[src/rtl/game_pkg.sv]
// Shared frame-buffer constants and types for the VRAM arbiter slice.
// Latency: n/a (types and constants only).
// Backpressure: n/a.
package game_pkg;

  localparam int ADDR_W      = 17;     // 320x240 frame = 76800 words
  localparam int DATA_W      = 12;     // 4:4:4 RGB
  localparam int FRAME_WORDS = 76800;  // words written by one clear

  typedef logic [DATA_W-1:0] pixel_t;

  // Clear engine states
  typedef enum logic {
    CLR_IDLE  = 1'b0,
    CLR_CLEAR = 1'b1
  } clr_state_t;

  // Round-robin turn between game-logic writes and the clear engine
  typedef enum logic {
    RR_WRITE_NEXT = 1'b0,
    RR_CLEAR_NEXT = 1'b1
  } rr_t;

endpackage

[src/rtl/vram_arbiter_if.sv]
// Bundle of scanout, write, clear and VRAM port signals around the arbiter.
// Latency: n/a (wiring only).
// Backpressure: wr_valid/wr_ready on the write path; scanout is never stalled.
interface vram_arbiter_if #(
  parameter int ADDR_W = game_pkg::ADDR_W,
  parameter int DATA_W = game_pkg::DATA_W
);

  // VGA scanout read port
  logic              scan_req;
  logic [ADDR_W-1:0] scan_addr;
  logic [DATA_W-1:0] scan_rdata;
  logic              scan_rvalid;

  // Game-logic write port
  logic              wr_valid;
  logic              wr_ready;
  logic [ADDR_W-1:0] wr_addr;
  logic [DATA_W-1:0] wr_data;

  // Frame clear control
  logic              clr_start;
  logic [DATA_W-1:0] clr_color;
  logic              clr_busy;

  // Single-port VRAM
  logic              mem_en;
  logic              mem_we;
  logic [ADDR_W-1:0] mem_addr;
  logic [DATA_W-1:0] mem_wdata;
  logic [DATA_W-1:0] mem_rdata;

  // Arbiter side
  modport slave (
    input  scan_req, scan_addr,
    output scan_rdata, scan_rvalid,
    input  wr_valid, wr_addr, wr_data,
    output wr_ready,
    input  clr_start, clr_color,
    output clr_busy,
    output mem_en, mem_we, mem_addr, mem_wdata,
    input  mem_rdata
  );

  // Client / memory side
  modport master (
    output scan_req, scan_addr,
    input  scan_rdata, scan_rvalid,
    output wr_valid, wr_addr, wr_data,
    input  wr_ready,
    output clr_start, clr_color,
    input  clr_busy,
    input  mem_en, mem_we, mem_addr, mem_wdata,
    output mem_rdata
  );

endinterface

[src/rtl/vram_clear_engine.sv]
// Frame clear engine: walks addresses 0..FRAME_WORDS-1 writing a latched color.
// Latency: clr_busy/clr_req rise the cycle after clr_start; one word per granted cycle.
// Backpressure: holds its address while clr_gnt is low; clr_start ignored while busy.
module vram_clear_engine #(
  parameter int ADDR_W      = game_pkg::ADDR_W,
  parameter int DATA_W      = game_pkg::DATA_W,
  parameter int FRAME_WORDS = game_pkg::FRAME_WORDS
) (
  input  logic              clk,
  input  logic              rst,
  input  logic              clr_start,
  input  logic [DATA_W-1:0] clr_color,
  output logic              clr_req,
  input  logic              clr_gnt,
  output logic [ADDR_W-1:0] clr_addr,
  output logic [DATA_W-1:0] clr_data,
  output logic              clr_busy
);
  import game_pkg::*;

  localparam logic [ADDR_W-1:0] LAST_ADDR = ADDR_W'(FRAME_WORDS - 1);

  clr_state_t        state_q, state_d;
  logic [ADDR_W-1:0] cnt_q;
  logic [DATA_W-1:0] color_q;

  // State register
  always_ff @(posedge clk) begin
    if (rst) state_q <= CLR_IDLE;
    else     state_q <= state_d;
  end

  // Next state: start on clr_start, finish after the grant that writes the last word
  always_comb begin
    state_d = state_q;
    case (state_q)
      CLR_IDLE:  if (clr_start) state_d = CLR_CLEAR;
      CLR_CLEAR: if (clr_gnt && (cnt_q == LAST_ADDR)) state_d = CLR_IDLE;
      default:   state_d = CLR_IDLE;
    endcase
  end

  // Address counter and fill color; counter only advances on a grant
  always_ff @(posedge clk) begin
    if (rst) begin
      cnt_q   <= '0;
      color_q <= '0;
    end else if ((state_q == CLR_IDLE) && clr_start) begin
      cnt_q   <= '0;
      color_q <= clr_color;
    end else if ((state_q == CLR_CLEAR) && clr_gnt) begin
      cnt_q   <= cnt_q + 1'b1;
    end
  end

  assign clr_req  = (state_q == CLR_CLEAR);
  assign clr_busy = (state_q == CLR_CLEAR);
  assign clr_addr = cnt_q;
  assign clr_data = color_q;

endmodule

[src/rtl/vram_arbiter.sv]
// Single-port VRAM arbiter: scanout reads beat a round-robin write/clear pair.
// Latency: write/clear same cycle; scan_rdata one cycle after scan_req.
// Backpressure: wr_ready drops while scanout or the clear owns the port; scanout never stalls.
// Optional VRAM_ARBITER_STATS_EN adds a saturating 16-bit write-stall counter.
module vram_arbiter #(
  parameter int ADDR_W      = game_pkg::ADDR_W,
  parameter int DATA_W      = game_pkg::DATA_W,
  parameter int FRAME_WORDS = game_pkg::FRAME_WORDS
) (
  input  logic          clk,
  input  logic          rst,
  vram_arbiter_if.slave bus
`ifdef VRAM_ARBITER_STATS_EN
  ,
  output logic [15:0]   stall_cnt
`endif
);
  import game_pkg::*;

  logic              clr_req;
  logic              clr_gnt;
  logic              clr_busy_i;
  logic [ADDR_W-1:0] clr_addr;
  logic [DATA_W-1:0] clr_data;

  logic              scan_gnt;
  logic              wr_ready_i;
  logic              wr_fire;
  logic              scan_rvalid_q;
  rr_t               rr_q;

  logic              mem_en_i;
  logic              mem_we_i;
  logic [ADDR_W-1:0] mem_addr_i;
  logic [DATA_W-1:0] mem_wdata_i;

  vram_clear_engine #(
    .ADDR_W      (ADDR_W),
    .DATA_W      (DATA_W),
    .FRAME_WORDS (FRAME_WORDS)
  ) u_clear (
    .clk       (clk),
    .rst       (rst),
    .clr_start (bus.clr_start),
    .clr_color (bus.clr_color),
    .clr_req   (clr_req),
    .clr_gnt   (clr_gnt),
    .clr_addr  (clr_addr),
    .clr_data  (clr_data),
    .clr_busy  (clr_busy_i)
  );

  // Ownership: scan first; otherwise the write is offered the port unless it is the
  // clear's turn, and the clear takes any cycle the write leaves unused.
  always_comb begin
    scan_gnt   = !rst && bus.scan_req;
    wr_ready_i = !rst && !bus.scan_req && (!clr_req || (rr_q == RR_WRITE_NEXT));
    wr_fire    = wr_ready_i && bus.wr_valid;
    clr_gnt    = !rst && !bus.scan_req && clr_req && !wr_fire;
  end

  // VRAM port mux; address/data are zeroed when idle to keep the bus quiet
  always_comb begin
    mem_en_i    = 1'b0;
    mem_we_i    = 1'b0;
    mem_addr_i  = '0;
    mem_wdata_i = '0;
    if (scan_gnt) begin
      mem_en_i    = 1'b1;
      mem_addr_i  = bus.scan_addr;
    end else if (wr_fire) begin
      mem_en_i    = 1'b1;
      mem_we_i    = 1'b1;
      mem_addr_i  = bus.wr_addr;
      mem_wdata_i = bus.wr_data;
    end else if (clr_gnt) begin
      mem_en_i    = 1'b1;
      mem_we_i    = 1'b1;
      mem_addr_i  = clr_addr;
      mem_wdata_i = clr_data;
    end
  end

  // Round-robin turn flips only when someone actually gets the port
  always_ff @(posedge clk) begin
    if (rst)          rr_q <= RR_WRITE_NEXT;
    else if (wr_fire) rr_q <= RR_CLEAR_NEXT;
    else if (clr_gnt) rr_q <= RR_WRITE_NEXT;
  end

  // Read-valid tracks the one-cycle VRAM read latency
  always_ff @(posedge clk) begin
    if (rst) scan_rvalid_q <= 1'b0;
    else     scan_rvalid_q <= bus.scan_req;
  end

  assign bus.scan_rvalid = scan_rvalid_q;
  assign bus.scan_rdata  = scan_rvalid_q ? bus.mem_rdata : '0;
  assign bus.wr_ready    = wr_ready_i;
  assign bus.clr_busy    = clr_busy_i;
  assign bus.mem_en      = mem_en_i;
  assign bus.mem_we      = mem_we_i;
  assign bus.mem_addr    = mem_addr_i;
  assign bus.mem_wdata   = mem_wdata_i;

`ifdef VRAM_ARBITER_STATS_EN
  // Count cycles a write is presented but not accepted, saturating
  always_ff @(posedge clk) begin
    if (rst)
      stall_cnt <= '0;
    else if (bus.wr_valid && !wr_ready_i && (stall_cnt != 16'hFFFF))
      stall_cnt <= stall_cnt + 16'd1;
  end
`endif

endmodule

[src/flat_wrapper.sv]
// flat-port wrapper written by rule: the top's interface ports become plain ports
module vram_arbiter_flat import game_pkg::*;
#(
  parameter int ADDR_W      = game_pkg::ADDR_W,
  parameter int DATA_W      = game_pkg::DATA_W,
  parameter int FRAME_WORDS = game_pkg::FRAME_WORDS
)
  (clk, rst, bus_scan_req, bus_scan_addr, bus_scan_rdata, bus_scan_rvalid, bus_wr_valid, bus_wr_addr, bus_wr_data, bus_wr_ready, bus_clr_start, bus_clr_color, bus_clr_busy, bus_mem_en, bus_mem_we, bus_mem_addr, bus_mem_wdata, bus_mem_rdata);
  vram_arbiter_if #(.ADDR_W(ADDR_W), .DATA_W(DATA_W)) bus_i ();
  input  logic clk;
  input  logic rst;
  input wire logic [$bits(bus_i.scan_req)-1:0] bus_scan_req;
  input wire logic [$bits(bus_i.scan_addr)-1:0] bus_scan_addr;
  output wire logic [$bits(bus_i.scan_rdata)-1:0] bus_scan_rdata;
  output wire logic [$bits(bus_i.scan_rvalid)-1:0] bus_scan_rvalid;
  input wire logic [$bits(bus_i.wr_valid)-1:0] bus_wr_valid;
  input wire logic [$bits(bus_i.wr_addr)-1:0] bus_wr_addr;
  input wire logic [$bits(bus_i.wr_data)-1:0] bus_wr_data;
  output wire logic [$bits(bus_i.wr_ready)-1:0] bus_wr_ready;
  input wire logic [$bits(bus_i.clr_start)-1:0] bus_clr_start;
  input wire logic [$bits(bus_i.clr_color)-1:0] bus_clr_color;
  output wire logic [$bits(bus_i.clr_busy)-1:0] bus_clr_busy;
  output wire logic [$bits(bus_i.mem_en)-1:0] bus_mem_en;
  output wire logic [$bits(bus_i.mem_we)-1:0] bus_mem_we;
  output wire logic [$bits(bus_i.mem_addr)-1:0] bus_mem_addr;
  output wire logic [$bits(bus_i.mem_wdata)-1:0] bus_mem_wdata;
  input wire logic [$bits(bus_i.mem_rdata)-1:0] bus_mem_rdata;
  assign bus_i.scan_req = bus_scan_req;
  assign bus_i.scan_addr = bus_scan_addr;
  assign bus_scan_rdata = bus_i.scan_rdata;
  assign bus_scan_rvalid = bus_i.scan_rvalid;
  assign bus_i.wr_valid = bus_wr_valid;
  assign bus_i.wr_addr = bus_wr_addr;
  assign bus_i.wr_data = bus_wr_data;
  assign bus_wr_ready = bus_i.wr_ready;
  assign bus_i.clr_start = bus_clr_start;
  assign bus_i.clr_color = bus_clr_color;
  assign bus_clr_busy = bus_i.clr_busy;
  assign bus_mem_en = bus_i.mem_en;
  assign bus_mem_we = bus_i.mem_we;
  assign bus_mem_addr = bus_i.mem_addr;
  assign bus_mem_wdata = bus_i.mem_wdata;
  assign bus_i.mem_rdata = bus_mem_rdata;
  vram_arbiter #(.ADDR_W(ADDR_W), .DATA_W(DATA_W), .FRAME_WORDS(FRAME_WORDS)) u_core (.clk(clk), .rst(rst), .bus(bus_i));
endmodule
[config.mk]
export PLATFORM = sky130hd
export DESIGN_NAME = vram_arbiter_flat
export DESIGN_NICKNAME = d
export VERILOG_FILES = /design/src/rtl/game_pkg.sv /design/src/rtl/vram_arbiter_if.sv /design/src/rtl/vram_clear_engine.sv /design/src/rtl/vram_arbiter.sv /design/src/flat_wrapper.sv
export SDC_FILE = /design/constraint.sdc
export NUM_CORES = 1
export LEC_CHECK = 0
export CAP_MARGIN = 20
export CORE_UTILIZATION = 36
export DETAILED_ROUTE_END_ITERATION = 8
export PLACE_DENSITY = 0.88
export SYNTH_ARGS = -nofsm -noshare
export SYNTH_HDL_FRONTEND = slang
export SYNTH_SLANG_ARGS = --single-unit
[constraint.sdc]
create_clock -name clk -period 2.3 [get_ports clk]
set_clock_uncertainty 0.1 [all_clocks]
set_input_delay 0.46 -clock clk [delete_from_list [all_inputs] [get_ports clk]]
set_output_delay 0.46 -clock clk [all_outputs]
set_load 0.02 [all_outputs]
==> qor.csv <==
stage,metric,value,unit
cells_and_area,area of the multi-input gates,0.00108,sq mm
sta,setup ws final,0.0513,ns
sta,Worst-Margin Slew,0.316,ns
route,DRT Wirelength,6250,um
cells_and_area,"Design Area, Final",0.00329,sq mm
floorplanning,Core ar.,0.00485,sq mm
hold_path,Hold Path Class,reg -> reg,
place,pre-CTS WS,-0.763,ns
floorplanning,die height,74.1,um
sta,Setup TNS,0,ns
sta,RSZ-0062 raised after global routing,false,
cells_and_area,Final nets,440,
synthesis,asr flop ratio synth,0,%
floorplanning,Starting Density,38.6,%
synthesis,largest family of logic cells by synthesized area,simple AND/OR/NAND/NOR gates,
place,Routability Congestion,0.801,
grt,Tot GR Track Use,22.3,%
floorplanning,Ports,121,
grt,vias in the first global route,2102,
cells_and_area,Finished Core Util,67.8,%
setup_path,CP Max Fanout,22,
sta,Fin Hold WS,0.359,ns
route,DR DRC count,0,
floorplanning,Die X,74.1,um
synthesis,post-synth top area cell,dfxtp_1,
synthesis,syn_nets,310,
synthesis,Post-synth EDFFs,0,
cts,CTS Buffer Depth,2,
sta,relative slew slack,78.9,%
cells_and_area,Final Non-Filler Cells,432,
setup_path,CP top delay family,buffers and inverters,
synthesis,post-synth top area share,34.2,%
place,# placed instances,424,
synthesis,post-synthesis compound-gate area fraction,23.5,%
power,PwrDens,424,mW/mm^2
cts,Worst-path clk slew,0.06,ns
synthesis,Ys Warns,0,
cells_and_area,storage element area,646,sq um
sta,final period demand of the worst path,2.25,ns
route,vias,2290,
synthesis,"Top FF cell, synth",dfxtp_1,
sta,Final Max Slew Viols,0,
cts,CTS H-tree depth,2,
grt,first-pass GRT wire length,9520,um
synthesis,Post-synth top cells,"dfxtp_1 (32), nand2_1 (30), a21oi_1 (21)",
synthesis,mux share of post-synthesis cell area,0.534,%
cts,CTS tree,yes,
floorplanning,Die ar.,0.00550,sq mm
setup_path,CP Cell Sequence,clkdlybuf4s15_2 -> nor3b_2 -> and2_4 -> buf_12 -> a22oi_1 -> nand2_1 -> clkdlybuf4s15_2,
cells_and_area,Area Overhead vs Synth,75.4,%
setup_path,CP most frequent cell,clkdlybuf4s15_2,
route,WL/cell,14.5,um
setup_path,CP required,1.74,ns
cts,Post-CTS Setup Bufs,0,
synthesis,XOR/XNOR Fraction of Synth Area,3.27,%
place,count of input and output buffers,120,
synthesis,simple-gate share of the synthesized area,28.9,%
grt,initial antenna violation count,0,
setup_path,Buf/Inv on CP,3,
route,initial DRC count,150,
sta,period utilisation layout,97.8,%
route,Initial DRT Pass Iterations,5,
cts,cts bufs inserted,5,
synthesis,Yosys cell types,36,
setup_path,crit path kind,in -> out,
setup_path,crit path capture type,output pin,
power,Pleak,1.37,nW
cells_and_area,Fill cells,389,
synthesis,area of the mapped netlist,0.00187,sq mm
synthesis,#FFs+latches synth,32,
sta,final hold viol count,0,
synthesis,Avg Inst Size Synth,8.00,sq um
synthesis,ranking of synthesized cells by area,"dfxtp_1 (34%), a222oi_1 (8.6%), nand2_1 (6.0%)",
setup_path,Crit path largest cell delay,0.25,ns
synthesis,Post-Synth Adder-Cell Area,0.668,%
setup_path,Worst setup SP type,primary input,
cts,clock root cell,clkbuf_8,
cts,clk sinks,32,
grt,Congestion Overflow GR,0,
route,post-route ant nets,0,
sta,Fmax,445,MHz
cells_and_area,share of cells above drive strength 1,20.0,%
synthesis,sequential fraction of the synthesis area,34.2,%
synthesis,Gate Count Post-Synth,234,
cells_and_area,Ant. Diodes,0,
place,Post-DP HPWL,4770,um
route,vias per cell,5.30,
setup_path,WP data arrival,1.69,ns
outcome,status,finished clean,
floorplanning,row cnt,25,
grt,largest net degree at the start of global routing,23,
power,Pwr Total,1.39,mW
power,Max VDD drop,0.269,mV
place,placed cell area,0.00325,sq mm
cts,worst-skew pair later-pin latency,0.28,ns
flow_run,# Max-Cap Violations,0,
setup_path,slowest cell on the critical path,clkdlybuf4s15_2,
sta,final setup vio count,0,
synthesis,top-count cell post-synth,dfxtp_1,
==> tightest hold or removal path, delay by kind of cell (launching register included) <==
kind               cells  cell delay (ns)
AOI/OAI and AO/OA      1             0.05
and+or+nand+nor        1             0.05
DFF                    1             0.31
==> cell families after synthesis <==
logic type / count (synthesis)
adder cells (fa/ha/maj): 1
AO/OA/AOI/OAI: 60
XOR/XNOR: 7
flip-flops: 32
multiplexers: 1
buffers and inverters: 37
AND/OR/NAND/NOR: 96
==> registers in the layout, summed over array words and instances (netlist names) <==
signal                   cells
u_core.bus.scan_rvalid       1
u_core.u_clear.clr_busy      1
u_core.rr_q                  1
u_core.u_clear.clr_data     12
u_core.u_clear.clr_addr     17
==> what timing repair did <==
action	in CTS	in global routing
pin swaps	5	6
gates resized for setup	110	13
setup endpoints to repair	36	24
hold buffers	0	0
==> final cells by class <==
type                            instances  area share, %
Timing Repair Buffer                  142           39.9
Clock buffer                            6           2.51
Clock inverter                          2          0.305
Multi-Input combinational cell        165           33.0
Sequential cell                        32           19.6
Tap cell                               67           2.55
Inverter                               18           2.06
==> layer usage <==
metal  part of all wire (%)  wire length, um  up-vias  GRT usage (%)
met2                     50             3120      104           40.8
met4                    1.3               80        0           4.70
met5                      0                0        -              0
li1                       -                -     1112              -
met3                    9.1              572        8           6.37
met1                     40             2480     1066           25.7
==> cells in the final DEF (no fill, tap or decap), drive strengths merged, types with 6 or more instances in the layout <==
master / instances
a21oi: 21
and2: 15
a22o: 12
clkbuf: 6
nand4: 8
clkdlybuf4s15: 14
dfxtp: 32
a222oi: 16
clkdlybuf4s50: 86
nand2: 30
nor2: 12
inv: 18
buf: 40
==> final timing paths <==
path	start	end	slack [ns]	cells past startpoint
max reg2reg	u_core.u_clear.clr_addr[0]	u_core.u_clear.clr_addr[12]	0.39	5
min	u_core.u_clear.clr_data[9]	u_core.u_clear.clr_data[9]	0.36	2
max	bus_scan_req	bus_mem_addr[3]	0.05	7
min reg2reg	u_core.u_clear.clr_data[9]	u_core.u_clear.clr_data[9]	0.36	2
==> where the power goes <==
group / internal, mW / switching [mW] / total, mW
combinational: 0.214 / 0.156 / 0.369
clock: 0.239 / 0.205 / 0.444
sequential: 0.569 / 0.0121 / 0.582
No activity file was read; power rests on OpenSTA's default activity.
